==> src/rtl/sqrt_table_loader.sv <==
// sqrt_table_loader: turns a little-endian byte stream into DATA_W-bit sqrt table writes, address 0 upward.
// Define SQRT_LOADER_CHECKSUM_EN to require a trailing XOR checksum byte (CHECK state, err output).
module sqrt_table_loader #(
  parameter int ADDR_W = 10,
  parameter int DATA_W = 36
) (
  input  logic              clk,
  input  logic              rstn,
  input  logic              start,
  input  logic [7:0]        in_data,
  input  logic              in_valid,
  output logic              in_ready,
  output logic              we,
  output logic [ADDR_W-1:0] waddr,
  output logic [DATA_W-1:0] wdata,
  output logic              busy,
  output logic              done,
  output logic              err
);
  localparam int NBYTES = (DATA_W + 7) / 8;
  localparam int CW = $clog2(NBYTES);
  localparam int AW = (NBYTES - 1) * 8;
  localparam int TW = DATA_W - AW;
  typedef enum logic [1:0] {
    IDLE,
    LOAD,
`ifdef SQRT_LOADER_CHECKSUM_EN
    CHECK,
`endif
    DONE
  } state_t;
  state_t state_q, state_d;
  logic [CW-1:0] cnt_q, cnt_d;
  logic [ADDR_W-1:0] addr_q, addr_d, waddr_q, waddr_d;
  logic [AW-1:0] acc_q, acc_d;
  logic [DATA_W-1:0] wdata_q, wdata_d;
  logic we_q, we_d, done_q, done_d, last_wr, take;
`ifdef SQRT_LOADER_CHECKSUM_EN
  logic [7:0] xor_q, xor_d;
  logic err_q, err_d;
  assign err = err_q;
`else
  assign err = 1'b0;
`endif
  assign we = we_q;
  assign waddr = waddr_q;
  assign wdata = wdata_q;
  assign done = done_q;
  // Holding in_ready low during the final write keeps stray bytes out of a finished table.
  assign last_wr = we_q && waddr_q == '1;
  always_comb begin
    state_d = state_q;
    cnt_d = cnt_q;
    addr_d = addr_q;
    acc_d = acc_q;
    we_d = 1'b0;
    waddr_d = waddr_q;
    wdata_d = wdata_q;
    done_d = done_q;
    busy = state_q != IDLE && state_q != DONE;
    in_ready = state_q == LOAD && !last_wr;
`ifdef SQRT_LOADER_CHECKSUM_EN
    xor_d = xor_q;
    err_d = err_q;
    if (state_q == CHECK) in_ready = 1'b1;
`endif
    take = in_valid && in_ready;
    if (state_q == IDLE || state_q == DONE) begin
      if (start) begin
        state_d = LOAD;
        cnt_d = '0;
        addr_d = '0;
        done_d = 1'b0;
`ifdef SQRT_LOADER_CHECKSUM_EN
        xor_d = '0;
        err_d = 1'b0;
`endif
      end
    end else if (state_q == LOAD) begin
      if (last_wr) begin
`ifdef SQRT_LOADER_CHECKSUM_EN
        state_d = CHECK;
`else
        state_d = DONE;
        done_d = 1'b1;
`endif
      end
      if (take) begin
        cnt_d = cnt_q == CW'(NBYTES - 1) ? '0 : cnt_q + 1'b1;
        for (int k = 0; k < NBYTES - 1; k++)
          if (cnt_q == CW'(k)) acc_d[k*8 +: 8] = in_data;
        if (cnt_q == CW'(NBYTES - 1)) begin
          we_d = 1'b1;
          waddr_d = addr_q;
          wdata_d = {in_data[TW-1:0], acc_q};
          addr_d = addr_q + 1'b1;
        end
`ifdef SQRT_LOADER_CHECKSUM_EN
        xor_d = xor_q ^ in_data;
`endif
      end
    end
`ifdef SQRT_LOADER_CHECKSUM_EN
    else if (take) begin
      state_d = DONE;
      done_d = 1'b1;
      err_d = in_data != xor_q;
    end
`endif
  end
  always_ff @(posedge clk or negedge rstn)
    if (!rstn) begin
      state_q <= IDLE;
      cnt_q <= '0;
      addr_q <= '0;
      acc_q <= '0;
      we_q <= 1'b0;
      waddr_q <= '0;
      wdata_q <= '0;
      done_q <= 1'b0;
    end else begin
      state_q <= state_d;
      cnt_q <= cnt_d;
      addr_q <= addr_d;
      acc_q <= acc_d;
      we_q <= we_d;
      waddr_q <= waddr_d;
      wdata_q <= wdata_d;
      done_q <= done_d;
    end
`ifdef SQRT_LOADER_CHECKSUM_EN
  always_ff @(posedge clk or negedge rstn)
    if (!rstn) begin
      xor_q <= '0;
      err_q <= 1'b0;
    end else begin
      xor_q <= xor_d;
      err_q <= err_d;
    end
`endif
endmodule

==> config.mk <==
export PLATFORM = sky130hd
export DESIGN_NAME = sqrt_table_loader
export DESIGN_NICKNAME = d
export VERILOG_FILES = /design/src/rtl/sqrt_table_loader.sv
export SDC_FILE = /design/constraint.sdc
export NUM_CORES = 1
export LEC_CHECK = 0
export ABC_AREA = 1
export CAP_MARGIN = 20
export CORE_AREA = 2 2 96 116
export CTS_CLUSTER_DIAMETER = 200
export DETAILED_ROUTE_END_ITERATION = 8
export DIE_AREA = 0 0 98 118
export PLACE_DENSITY = 0.75
export SLEW_MARGIN = 0
export SYNTH_ARGS = -nofsm -noshare
export SYNTH_HDL_FRONTEND = slang
export SYNTH_SLANG_ARGS = --single-unit
==> constraint.sdc <==
create_clock -name clk -period 1.5 [get_ports clk]
set_input_delay 0.225 -clock clk [delete_from_list [all_inputs] [get_ports clk]]
set_output_delay 0.225 -clock clk [all_outputs]
set_load 0.02 [all_outputs]
==> results.md <==
* Status: finished with violations
* Failing checks: setup timing
* Post-Syn Area at 4070 um2
* Root buffer cell: clkbuf_16
* Overall routed net length at 10.4 mm
* Filler cells at 934
* Nets at 593
* # diodes at 0
* CP delay by family, top: simple AND/OR/NAND/NOR gates
* Placed Area at 5100 um2
* Hold slack at ~460 ps
* Layout cell share with drive strength beyond 1 at between 15 and 20%
* Clock tree buffer depth at 2
* Final Cell Area at 5640 um2
* Ports at 63
* Initial antenna violation count at 0
* Antenna viol nets, final at 0
* Cell count after synthesis at between 400 and 500
* Post-synth EDFFs at 0
* Async S/R FF share, synth at 100%
* Register area share after synthesis at 57.9%
* Yosys cell types at 23
* Gr usage total at 17.5%
* R2R depth at 9
* Placed cells at 685
* Initial Utilization at 39.0%
* Yosys reg bits at between 90 and 100
* Vias per inst at 5.01
* Reg2Reg Launch Point: waddr[6]
* Layout Skew at 5.42 ps
* Commonest non-fill, non-tap cell in the layout: nand2_1
* Clk slew on worst S/H paths at 60 ps
* First DRT Iteration DRCs at 185
* Syn-to-layout area delta at 38.8%
* Number of CTS-inserted buffers at 9
* RR Endpoint: waddr[8]
* Worst-margin pin slew at 502 ps
* Hold Crit Class: in2async
* H-tree depth at 3
* Vias in the first global route at 3464
* Pins over their slew limit at 0
* Compound-gate portion of the synthesized area at roughly 10%
* WS Path Type: reg2out
* Crit. Startpoint: waddr[7]
* Reg2reg setup slack at -10 ps
* Max Fclk at 653 MHz
* Relative slew slack at 66.5%
* Core area at 10400 um2
* CTS tree: done
* Finished Layout Cells at between 700 and 800
* Port-buffer cells at slightly above 60
* Top_reg_cell synth: dfrtp_1
* Max cap viols at 0
* GP Congestion at 0.850
* Final Cycle Share at 102%
* Worst setup margin at -32.4 ps
* Largest family of logic cells by synthesized area: simple AND/OR/NAND/NOR gates
* First-pass GRT wire length at 16.4 mm
* Multiplexer share of the synthesized area at 0%
* DRC violations left at 0
* Setup TNS at -67.5 ps
* Critical Path Sink: in_ready
* CP required at 1270 ps
* Sinks on Clock Net at 94
* Critical Path Stages at 6
* Slowest CP cell: dfrtp_1
* Max FO, Critical Path at 3
* Yosys warns at 0
* Post-DP HPWL at 6.64 mm
* Largest net degree at the start of global routing at 95
* Synth Area in Simple Gates at roughly a quarter
* Skew-Pair Late Insertion Delay at 340 ps
* # rows at 41
* Post-Synth Adder-Cell Area at 1.85%
* RSZ-0062 raised after global routing: yes
* Average cell area after synthesis at 8.45 um2
* DIE HEIGHT at 118 um
* P_leak at 3.07 nW
* Most frequent cells in the layout: nand2_1 (195), dfrtp_1 (94), o21ai_0 (65)
* Max VDD drop at 0.000656 V
* Crit path buffers/inverters at 2
* Pwr Density at between 1500 and 2000 nW/um2
* Overflow left after global routing at 0
* Die Wd at 98 um
* Vias at approximately 3500
* Setup violations, final at 7
* Synth Area in XOR/XNOR at 0.431%
* Die Area at ~12000 um2
* Largest stage delay, worst path at approximately 370 ps
* Cell mode on critical path: nand2_2
* Crit. End Element: output pin
* Synth Net Count at between 400 and 500
* Worst EP arrival at between 1000 and 1500 ps
* Dpl ws at -127 ps
* First-pass DRT Iterations at 5
* WL/cell at 14.7 um
* Final worst path period need at 1530 ps
* Final hold viol count at 0
* CP Cell Sequence: nand2_2, nor2_4, nand3_4, nand2_2, inv_2, buf_6
* Worst Setup Start Kind: register
## routing by layer
layer | GRT usage [%] | up-vias | part of all wire, %
met5 | 0 | - | 0
met3 | 3.86 | 16 | 5.1
met4 | 8.59 | 0 | 2.1
met1 | 21.2 | 1714 | 39
li1 | - | 1721 | -
met2 | 29.4 | 92 | 54
## metrics by stage
step / power (mW) / util, %
6_report: 9.60 / 54.2
2_1_floorplan: 5.62 / -
3_5_place_dp: 7.33 / 49.0
5_1_grt: 10.2 / 54.2
3_3_place_gp: 7.20 / 49.0
4_1_cts: 9.31 / 51.5
## timing repair
item                       in CTS  in global routing
resized for setup              61                 60
setup endpoints to repair      81                 87
setup buffers                   0                  3
hold endpoints to repair       94                  0
pin swaps                       2                 13
gates cloned                    0                  4
hold buffers                    1                  0
## synth_stat cells (3+ instances only)
cell      number  area (um2)
nand2_1      216         811
dfrtp_1       94        2350
o21ai_0       79         395
inv_1         19        71.3
nand3_1       15        75.1
clkbuf_1      12        45.0
nor2_1        12        45.0
buf_4          6        45.0
ha_1           6        75.1
buf_2          4        20.0
nor2_2         4        25.0
o21ai_1        3        15.0
## registers in the layout, summed over array words and instances (netlist names)
name,cells
addr_q,10
we,1
acc_q,32
wdata,36
state_q,2
waddr,10
cnt_q,3
## worst min path at each step
stage | to | start | depth (start not counted) | slack [ps]
2_1_floorplan | acc_q[0] | rstn | 0 | -70
3_3_place_gp | wdata[30] | rstn | 2 | 310
3_5_place_dp | wdata[29] | rstn | 2 | 320
4_1_cts | wdata[10] | acc_q[10] | 2 | 470
5_1_grt | wdata[10] | acc_q[10] | 2 | 500
6_report | wdata[30] | rstn | 3 | 460
## final cells by class
type	instances	area [um2]	share of cell area, %
flip-flops and latches	94	2350	41.7
multi-input cells	345	1700	30.1
repair buffers	105	1070	18.9
clock buffers	10	239	4.24
well taps	129	161	2.86
inverters	20	75.1	1.33
clock inverters	4	48.8	0.865
## kinds of logic (layout without fill, tap and decap cells)
logic type	Yosys count	in the layout
xor+xnor	2	2
other cells	1	1
flops	94	94
compound gates	83	83
simple gates	253	253
buf+inv	42	139
fa+ha+maj	6	6
## report_power, final
group | switching, mW | leakage (nW) | internal, mW
logic | 2.07 | 1.70 | 1.33
registers | 0.534 | 1.22 | 3.45
clock network | 0.914 | 0.144 | 1.31
total | 3.51 | 3.07 | 6.09
## worst min-delay path, cell delays in order
cell           delay, ps
dlygate4sd3_1        520
buf_4                110
buf_12               370
No activity file was read; power rests on OpenSTA's default activity.
